$ cat src/rtl/tfe_pkg.sv
// Shared types and constants for the 2048 tile spawner.
package tfe_pkg;

    typedef enum logic [1:0] {
        ST_IDLE  = 2'd0,
        ST_SCAN  = 2'd1,
        ST_WRITE = 2'd2,
        ST_DONE  = 2'd3
    } state_e;

    localparam logic [15:0] LFSR_MASK    = 16'hB400;
    localparam logic [15:0] DEFAULT_SEED = 16'hACE1;
    localparam int          TILE_TWO     = 2;
    localparam int          TILE_FOUR    = 4;

    // One step of the right-shifting Galois LFSR.
    function automatic logic [15:0] lfsr_step(input logic [15:0] cur);
        lfsr_step = {1'b0, cur[15:1]} ^ (cur[0] ? LFSR_MASK : 16'h0000);
    endfunction

endpackage

$ cat src/rtl/tfe_lfsr.sv
// Free-running 16-bit Galois LFSR; a zero seed falls back to DEFAULT_SEED.
module tfe_lfsr
    import tfe_pkg::*;
#(
    parameter logic [15:0] SEED = DEFAULT_SEED
) (
    input  logic        clk,
    input  logic        rst,
    output logic [15:0] q
);

    localparam logic [15:0] INIT = (SEED == 16'h0000) ? DEFAULT_SEED : SEED;

    logic [15:0] state_r;

    // Advance every cycle; never stalls.
    always_ff @(posedge clk or negedge rst) begin
        if (!rst) begin
            state_r <= INIT;
        end else begin
            state_r <= lfsr_step(state_r);
        end
    end

    assign q = state_r;

endmodule

$ cat src/rtl/tile_spawner.sv
// Random-tile spawner: snapshot, pick the T-th empty cell, write a 2 or a 4.
// Optional feature macro: TILE_SPAWNER_MERGE_CHECK_EN (full board with a legal merge is not game over).
module tile_spawner
    import tfe_pkg::*;
#(
    parameter int          ROWS      = 4,
    parameter int          COLS      = 4,
    parameter int          VAL_W     = 21,
    parameter int          FOUR_ODDS = 10,
    parameter logic [15:0] SEED      = 16'hACE1
) (
    input  logic                              clk,
    input  logic                              rst,
    input  logic                              spawn_req,
    input  logic [ROWS*COLS*VAL_W-1:0]        board_flat,
    output logic                              busy,
    output logic                              wr_en,
    output logic [$clog2(ROWS*COLS)-1:0]      wr_idx,
    output logic [VAL_W-1:0]                  wr_val,
    output logic                              done,
    output logic                              game_over
);

    localparam int CELLS  = ROWS * COLS;
    localparam int IDX_W  = $clog2(CELLS);
    localparam int CNT_W  = IDX_W + 1;
    localparam int PROD_W = 8 + IDX_W + 1;
    localparam int ODDS_W = 17;
    localparam logic [IDX_W-1:0] LAST_IDX = IDX_W'(CELLS - 1);

    logic [15:0]      lfsr_s;
    logic [CELLS-1:0] empty_vec_s;
    logic [CNT_W-1:0] empty_cnt_s;
    logic [CNT_W-1:0] target_s;
    logic             four_s;
    logic             merge_s;
    logic             hit_s;

    state_e           state_r;
    state_e           state_next_s;
    logic [CELLS-1:0] empty_snap_r;
    logic [CNT_W-1:0] t_r;
    logic [CNT_W-1:0] seen_r;
    logic [IDX_W-1:0] p_r;
    logic [IDX_W-1:0] idx_r;
    logic             four_r;

    logic             busy_r, wr_en_r, done_r, game_over_r;
    logic [IDX_W-1:0] wr_idx_r;
    logic [VAL_W-1:0] wr_val_r;
    logic             busy_next_s, wr_en_next_s, done_next_s, game_over_next_s;
    logic [IDX_W-1:0] wr_idx_next_s;
    logic [VAL_W-1:0] wr_val_next_s;

    tfe_lfsr #(.SEED(SEED)) u_lfsr (
        .clk (clk),
        .rst (rst),
        .q   (lfsr_s)
    );

    // Empty-cell map and popcount of the live board, used at acceptance.
    always_comb begin
        empty_vec_s = {CELLS{1'b0}};
        empty_cnt_s = {CNT_W{1'b0}};
        for (int i = 0; i < CELLS; i++) begin
            empty_vec_s[i] = (board_flat[i*VAL_W +: VAL_W] == {VAL_W{1'b0}});
            empty_cnt_s    = empty_cnt_s + CNT_W'(empty_vec_s[i]);
        end
    end

    // Scaling R by E keeps T strictly below E without a divider.
    assign target_s = CNT_W'((PROD_W'(lfsr_s[7:0]) * PROD_W'(empty_cnt_s)) >> 4'd8);
    assign four_s   = (((ODDS_W'(lfsr_s[15:8]) * ODDS_W'(FOUR_ODDS)) >> 4'd8) == {ODDS_W{1'b0}});

`ifdef TILE_SPAWNER_MERGE_CHECK_EN
    // Any equal horizontal or vertical neighbour pair means a move is still possible.
    always_comb begin
        merge_s = 1'b0;
        for (int r = 0; r < ROWS; r++) begin
            for (int c = 0; c < COLS - 1; c++) begin
                merge_s = merge_s | (board_flat[(r*COLS+c)*VAL_W +: VAL_W] ==
                                     board_flat[(r*COLS+c+1)*VAL_W +: VAL_W]);
            end
        end
        for (int r = 0; r < ROWS - 1; r++) begin
            for (int c = 0; c < COLS; c++) begin
                merge_s = merge_s | (board_flat[(r*COLS+c)*VAL_W +: VAL_W] ==
                                     board_flat[((r+1)*COLS+c)*VAL_W +: VAL_W]);
            end
        end
    end
`else
    assign merge_s = 1'b0;
`endif

    assign hit_s = empty_snap_r[p_r] && (seen_r == t_r);

    // FSM state register.
    always_ff @(posedge clk or negedge rst) begin
        if (!rst) begin
            state_r <= ST_IDLE;
        end else begin
            state_r <= state_next_s;
        end
    end

    // FSM next-state logic.
    always_comb begin
        state_next_s = state_r;
        case (state_r)
            ST_IDLE: begin
                if (spawn_req) begin
                    state_next_s = (empty_cnt_s == {CNT_W{1'b0}}) ? ST_DONE : ST_SCAN;
                end else begin
                    state_next_s = ST_IDLE;
                end
            end
            ST_SCAN: begin
                if (hit_s) begin
                    state_next_s = ST_WRITE;
                end else begin
                    state_next_s = ST_SCAN;
                end
            end
            ST_WRITE: state_next_s = ST_DONE;
            ST_DONE:  state_next_s = ST_IDLE;
            default:  state_next_s = ST_IDLE;
        endcase
    end

    // FSM output logic; values land in the output registers one cycle later.
    always_comb begin
        busy_next_s      = (state_r != ST_IDLE);
        wr_en_next_s     = (state_r == ST_WRITE);
        done_next_s      = (state_r == ST_DONE);
        wr_idx_next_s    = wr_idx_r;
        wr_val_next_s    = wr_val_r;
        game_over_next_s = game_over_r;
        case (state_r)
            ST_IDLE: begin
                if (spawn_req && (empty_cnt_s == {CNT_W{1'b0}}) && !merge_s) begin
                    game_over_next_s = 1'b1;
                end else begin
                    game_over_next_s = game_over_r;
                end
            end
            ST_WRITE: begin
                wr_idx_next_s    = idx_r;
                wr_val_next_s    = four_r ? VAL_W'(TILE_FOUR) : VAL_W'(TILE_TWO);
                game_over_next_s = 1'b0;
            end
            default: begin
                game_over_next_s = game_over_r;
            end
        endcase
    end

    // Registered outputs; wr_idx/wr_val hold until the next write.
    always_ff @(posedge clk or negedge rst) begin
        if (!rst) begin
            busy_r      <= 1'b0;
            wr_en_r     <= 1'b0;
            done_r      <= 1'b0;
            wr_idx_r    <= {IDX_W{1'b0}};
            wr_val_r    <= {VAL_W{1'b0}};
            game_over_r <= 1'b0;
        end else begin
            busy_r      <= busy_next_s;
            wr_en_r     <= wr_en_next_s;
            done_r      <= done_next_s;
            wr_idx_r    <= wr_idx_next_s;
            wr_val_r    <= wr_val_next_s;
            game_over_r <= game_over_next_s;
        end
    end

    // Request snapshot and the cell-by-cell scan datapath.
    always_ff @(posedge clk or negedge rst) begin
        if (!rst) begin
            empty_snap_r <= {CELLS{1'b0}};
            t_r          <= {CNT_W{1'b0}};
            seen_r       <= {CNT_W{1'b0}};
            p_r          <= {IDX_W{1'b0}};
            idx_r        <= {IDX_W{1'b0}};
            four_r       <= 1'b0;
        end else begin
            case (state_r)
                ST_IDLE: begin
                    if (spawn_req) begin
                        empty_snap_r <= empty_vec_s;
                        t_r          <= target_s;
                        four_r       <= four_s;
                        seen_r       <= {CNT_W{1'b0}};
                        p_r          <= {IDX_W{1'b0}};
                    end
                end
                ST_SCAN: begin
                    if (hit_s) begin
                        idx_r <= p_r;
                    end else begin
                        if (empty_snap_r[p_r]) begin
                            seen_r <= seen_r + CNT_W'(1'b1);
                        end
                        // T < E guarantees a hit before the last cell is passed.
                        if (p_r != LAST_IDX) begin
                            p_r <= p_r + IDX_W'(1'b1);
                        end
                    end
                end
                default: begin
                    idx_r <= idx_r;
                end
            endcase
        end
    end

    assign busy      = busy_r;
    assign wr_en     = wr_en_r;
    assign done      = done_r;
    assign wr_idx    = wr_idx_r;
    assign wr_val    = wr_val_r;
    assign game_over = game_over_r;

endmodule

$ cat config.mk
export PLATFORM = sky130hd
export DESIGN_NAME = tile_spawner
export DESIGN_NICKNAME = d
export VERILOG_FILES = /design/src/rtl/tfe_pkg.sv /design/src/rtl/tfe_lfsr.sv /design/src/rtl/tile_spawner.sv
export SDC_FILE = /design/constraint.sdc
export NUM_CORES = 1
export LEC_CHECK = 0
export ABC_CLOCK_PERIOD_IN_PS = 4790
export CORE_AREA = 2 2 142 144
export CTS_CLUSTER_DIAMETER = 60
export CTS_CLUSTER_SIZE = 12
export DETAILED_ROUTE_END_ITERATION = 12
export DIE_AREA = 0 0 144 146
export PLACE_DENSITY = 0.73
export SLEW_MARGIN = 40
export SYNTH_ARGS = -nofsm -noshare
export SYNTH_HDL_FRONTEND = slang
export SYNTH_SLANG_ARGS = --single-unit
$ cat constraint.sdc
create_clock -name clk -period 4.79 [get_ports clk]
set_input_delay 0.7185 -clock clk [delete_from_list [all_inputs] [get_ports clk]]
set_output_delay 0.7185 -clock clk [all_outputs]
set_load 0.03 [all_outputs]
=== After elaboration in Yosys (flattened, before gate mapping) ===
Index checks and enable logic that the tools add are counted.

* Flip-flop bits (word level): 82
* Bits of input ports: 339
* Output and inout port bits: 29
* Word-level logic and storage cells: 92

* Add/subtract/negate cells: 17
* Multipliers: 2
* Magnitude comparators: 1
* Eq/ne operators: 10
* Multiplexer cells: 18
* Bitwise gates (word level): 1
* Reductions and logical operators: 29

{| class="wikitable"
|+ Operators by type and width
! kind !! count
|-
| $logic_not 21->1 || 16
|-
| $add 5x1->5 || 11
|-
| $logic_not 17->1 || 1
|-
| $mux 16 || 1
|-
| $xor 15x16->16 || 1
|-
| $mux 5 || 3
|-
| $mul 8x5->13 || 1
|-
| $mux 4 || 3
|-
| $mul 8x3->11 const B || 1
|-
| $ne 2x2->1 const B || 5
|-
| $pmux 5 s2 || 1
|-
| $pmux 2 s4 || 1
|-
| $pmux 4 s2 || 1
|-
| $reduce_and 4->1 || 2
|-
| $mux 2 || 3
|-
| $reduce_and 2->1 || 3
|-
| $reduce_bool 2->1 || 3
|-
| $add 4x1->5 || 1
|-
| $add 5x1->5 const B || 1
|-
| $eq 5x5->1 || 1
|-
| $logic_not 5->1 || 1
|-
| $lt 4x5->1 const B || 1
|-
| $add 3x1->4 || 1
|-
| $add 4x1->4 const B || 1
|-
| 11 further kinds || 14
|}

=== Longest topological paths before layout ===
* Word-level depth: 20
* Gate-level depth with buffers: 29
* Gate-level depth less buffers: 29

=== By module ===
Synthesis repeated with hierarchy kept, for this count alone.

* Cell total of the unflattened synthesis: 522
* Area, all modules: 4978.5 um2

{| class="wikitable"
|+ Modules (own cells, without submodules)
! module !! instances !! cells an instance !! area each (um2) !! sequential area each (um2)
|-
| tile_spawner || 1 || 503 || 4541.9 || 1176.1
|-
| tfe_lfsr || 1 || 19 || 436.7 || 410.4
|}

=== Worst setup path after synthesis ===
Ideal clock, no wire load.

* Path type: input-to-reg
* Start point: input board_flat[150]
* End point: register t_r[3]
* Library setup time: 0.135 ns
* Arrival: 7.507 ns
* Data required time: 4.655 ns
* Path slack: -2.853 ns
* Stages: 24
* Buffers on the path: 0
* Cells stage by stage: or4_1 > nor4_1 > fa_1 > inv_1 > fa_1 > fa_1 > fa_1 > inv_1 > ha_1 > fa_1 > xor2_1 > and2_1 > fa_1 > fa_1 > inv_1 > fa_1 > inv_1 > ha_1 > o211a_1 > o21ai_0 > o21bai_1 > o31ai_1 > xor2_1 > o21ai_0

* Word-level cells in the longest chain between the ends: 11

{| class="wikitable"
|+ RTL lines
! what !! line !! source
|-
| from (decl) || tile_spawner.sv:15 || <nowiki>input logic [ROWS*COLS*VAL_W-1:0] board_flat,</nowiki>
|-
| $logic_not 21->1 || tile_spawner.sv:66 || <nowiki>empty_vec_s[i] = (board_flat[i*VAL_W +: VAL_W] == {VAL_W{1'b0}});</nowiki>
|-
| named net empty_vec_s[7] || tile_spawner.sv:32 || <nowiki>logic [CELLS-1:0] empty_vec_s;</nowiki>
|-
| $add 5x1->5 (9 in a row) || tile_spawner.sv:67 || <nowiki>empty_cnt_s = empty_cnt_s + CNT_W'(empty_vec_s[i]);</nowiki>
|-
| $mul 8x5->13 || tile_spawner.sv:72 || <nowiki>assign target_s = CNT_W'((PROD_W'(lfsr_s[7:0]) * PROD_W'(empty_cnt_s)) >> 4'd8);</nowiki>
|-
| to (signal assigned) || tile_spawner.sv:181 || <nowiki>t_r <= {CNT_W{1'b0}};</nowiki>
|-
| to (signal assigned) || tile_spawner.sv:191 || <nowiki>t_r <= target_s;</nowiki>
|-
| to (decl) || tile_spawner.sv:42 || <nowiki>logic [CNT_W-1:0] t_r;</nowiki>
|}

The timed path passes the listed nets, and every way through them passes these cells.
A chain may end at the register's enable or synchronous reset.

=== Final worst setup path ===
* Start point: input board_flat[39]
* End point: register t_r[3]

* Word-level cells in the longest chain between the ends: 17

{| class="wikitable"
|+ RTL lines
! what !! line
|-
| $logic_not 21->1 || tile_spawner.sv:66
|-
| named net empty_vec_s[1] || tile_spawner.sv:32
|-
| $add 1x1->2 || tile_spawner.sv:67
|-
| $add 2x1->3 || tile_spawner.sv:67
|-
| $add 3x1->4 || tile_spawner.sv:67
|-
| $add 4x1->5 || tile_spawner.sv:67
|-
| $add 5x1->5 (11 in a row) || tile_spawner.sv:67
|-
| $mul 8x5->13 || tile_spawner.sv:72
|}

The timed path passes the listed nets, and every way through them passes these cells.

==> flow_summary.toml <==
[clock_network]
h-tree-depth = 3
cts-root-buf = "clkbuf_16"
cts_buffers = 9
cts.path.max_buffers = 2
tritoncts = "done"
cts_sinks = 63
ctsHoldBuffers = 0
clkTransAtPathRegs_ns = 0.06
clk-insertion-delay-late_ns = 0.34

[yosys]
synth.avg_cell_area_um2 = 9.34
synth_edf_count = 0
async_flop_share_pct = 100
synthAdderAreaFrac_pct = 19.9
synth.area.mux_share_pct = 4.73
synth_top_family_by_area = "simple AND/OR/NAND/NOR gates"
synthXorXnorAreaFrac_pct = 2.46
syn_area_um2 = 4980
synth-main-ff-cell = "dfrtp_1"
yosys.area_share.simple_pct = 28.3
ys_seq_area_share_pct = 31.9
synth.distinct_cells = 46
synth-seq-cells = 63
netlist_instances = 533
synth_compound_area_share_pct = 5.93
ys_warn_count = 0

[placed_design]
dp_cells = 1164
dp_hpwl_mm = 16.1
io_buffers = 348
gp_congestion = 0.887
place_area_um2 = 9060

[global_routing]
grt_first_pass_wirelength_mm = 30.1
track_usage_pct = 18.3
grt_max_degree = 64
grt_overflow = 0
antenna_found_initial = 2
grt_pass1_vias = 5944

[routing]
finalWirelength_mm = 19.2
firstDrtPassIters = 4
vias = 5470
drc = 0
top_layer = "met4"
drtAntennaViolNets = 0
dr_wl_met3_mm = 1.59
drt_iter0_drc = 260
via_per_inst = 4.60
wl_met2_mm = 9.70
met1Wirelength_mm = 7.58
routedWlPerCell_um = 16.2

[timing]
tns_ns = -13.34
finalHoldViolations = 0
slew_headroom_pct = 56.7
fin_skew_ns = 0.00366
tightest_slew_ns = 0.649
rsz0062_at_grt = "true"
period_minus_slack_ns = 7.34
finalSetupViolCount = 7
final.period_utilization_pct = 153
slew_violations = 0
fmax_mhz = 136
setup_ws_ns = -2.55

[pwr]
leakagePower_nw = 4.42
clkPwrFrac_pct = 36.0
p_per_area_nw_per_um2 = 212
vdd_drop_max_mv = 0.151
switching_share_pct = 30.0
internal-power_w = 0.00142
combPwrFrac_pct = 30.1
seqPwrFrac_pct = 33.9
netSwitchingPower_w = 0.000609

[layout]
instances_no_fill = 1189
synthToLayoutAreaGrowth_pct = 92.6
final_layout_size_suffix_gt1_share_pct = 23.3
nNetsFinal = 1320
final_common_cell = "clkdlybuf4s50_1"
stdcell_area_um2 = 9580
final_cell_mix = "clkdlybuf4s50_1, nand2_1, dlygate4sd2_1"

[die]
die_area_um2 = 21000
fp.dieW_um = 144
die_h_um = 146
rows = 51
start_util_pct = 25.7
core_um2 = 19300
io_pins = 368

[status]
violations = "negative setup slack"
outcome = "finished with violations"

[critical_path]
cpPeakStageDelay_ns = 0.52
cp_slowest_cell = "fa_1"
r2r_cells = 12
crit_path_frequent_cell = "fa_1"
r2r-start = "u_lfsr.q[0]"
cp_data_required_time_ns = 5.00
endpoint_kind = "register"
path_max_fanout = 5
r2r_slack_ns = 1.05
arrival_ns = 7.55
r2r-end = "t_r[3]"
critPathKind = "in -> reg"
startpoint = "board_flat[39]"
worstSetupStartpointType = "primary input"

[hold_path]
hold_path_end = "u_lfsr.q[7]"
holdCritStartpoint = "u_lfsr.q[8]"
hold_depth = 0
hp-class = "reg -> reg"

[run]
maxCapViolCount = 0
layout make-up:
type,instances,area [µm²]
Fill cell,1813,9750
Clock inverter,4,76.3
Timing Repair Buffer,387,3490
Tap cell,265,332
Multi-Input combinational cell,422,3700
Antenna cell,1,2.50
Inverter,35,131
Clock buffer,12,256
Sequential cell,63,1590
repair_timing:
| item | CTS | global route |
|---|---|---|
| cloned | 0 | 0 |
| pin swaps | 100 | 74 |
| setup buffers | 8 | 1 |
| setup endpoints to repair | 7 | 7 |
| gates resized for setup | 248 | 136 |
routing by layer:
metal  up-vias  global-route usage [%]
met4         0                    5.20
li1       2662                       -
met2       220                    31.1
met1      2557                    22.4
met3        31                    5.07
met5         -                       0
synth_stat cells, types with 4 or more instances:
cell | n | area [µm²]
xor2_1 | 6 | 52.6
mux2i_1 | 7 | 70.1
mux2_2 | 4 | 45.0
nand3_1 | 6 | 30.0
nand4_1 | 19 | 119
or4_1 | 21 | 158
xnor2_1 | 8 | 70.1
and2_1 | 29 | 181
dfstp_2 | 8 | 210
clkbuf_1 | 9 | 33.8
nor2_1 | 9 | 33.8
fa_1 | 27 | 541
nor3_1 | 17 | 85.1
o21ai_0 | 20 | 100
nor4_1 | 62 | 388
a21oi_1 | 9 | 45.0
nand2_1 | 87 | 327
ha_1 | 36 | 450
inv_1 | 34 | 128
dfrtp_1 | 55 | 1380
mux4_1 | 4 | 105
buf_4 | 20 | 150
worst max-delay path by stage:
| stage | endpoint | slack [ns] | cells past startpoint |
|---|---|---|---|
| after floorplan | t_r[3] | -2.59 | 24 |
| after global placement | t_r[3] | -3.22 | 26 |
| after detailed placement | t_r[3] | -3.33 | 28 |
| after CTS | t_r[3] | -2.62 | 26 |
| after global routing | t_r[3] | -2.85 | 29 |
| final | t_r[3] | -2.55 | 28 |
critical path: cells and delay by family:
family,cells,cell delay (ns)
compound gates,6,0.96
xor+xnor,1,0.17
fa+ha+maj,10,4.12
buf+inv,6,0.65
simple gates,5,0.93
stage by stage:
step                      util (%)  total power [W]  hold WS [ns]  setup WS, ns
after global routing          49.5          0.00214         0.398         -2.85
after CTS                     49.2          0.00204         0.382         -2.62
after global placement        46.9          0.00132         0.366         -3.22
after detailed placement      46.9          0.00133         0.374         -3.33
final                         49.6          0.00203         0.379         -2.55
after floorplan                  -         0.000973         0.353         -2.59
power by group through the flow:
stage	clock (W)	sequential [W]	combinational (W)
after global routing	0.000772	0.000702	0.000670
after floorplan	0	0.000670	0.000303
after CTS	0.000743	0.000687	0.000608
after global placement	0	0.000694	0.000621
after detailed placement	0	0.000696	0.000634
final	0.000731	0.000689	0.000611
registers in the layout, indices dropped and copies added, names as in the netlist:
signal,flops
idx_r,4
u_lfsr.q,16
empty_snap_r,16
game_over,1
wr_en,1
wr_idx,4
p_r,4
seen_r,5
t_r,5
done,1
wr_val,2
four_r,1
busy,1
state_r,2
cell families (layout without fill, tap and decap cells):
logic type | count (synthesis) | in the layout
flops | 63 | 63
buf+inv | 66 | 438
compound gates | 48 | 48
other cells | 1 | 20
fa+ha+maj | 63 | 63
xor+xnor | 14 | 14
mux | 16 | 16
simple gates | 262 | 262
Note: power is estimated with default switching activity, not from simulation.
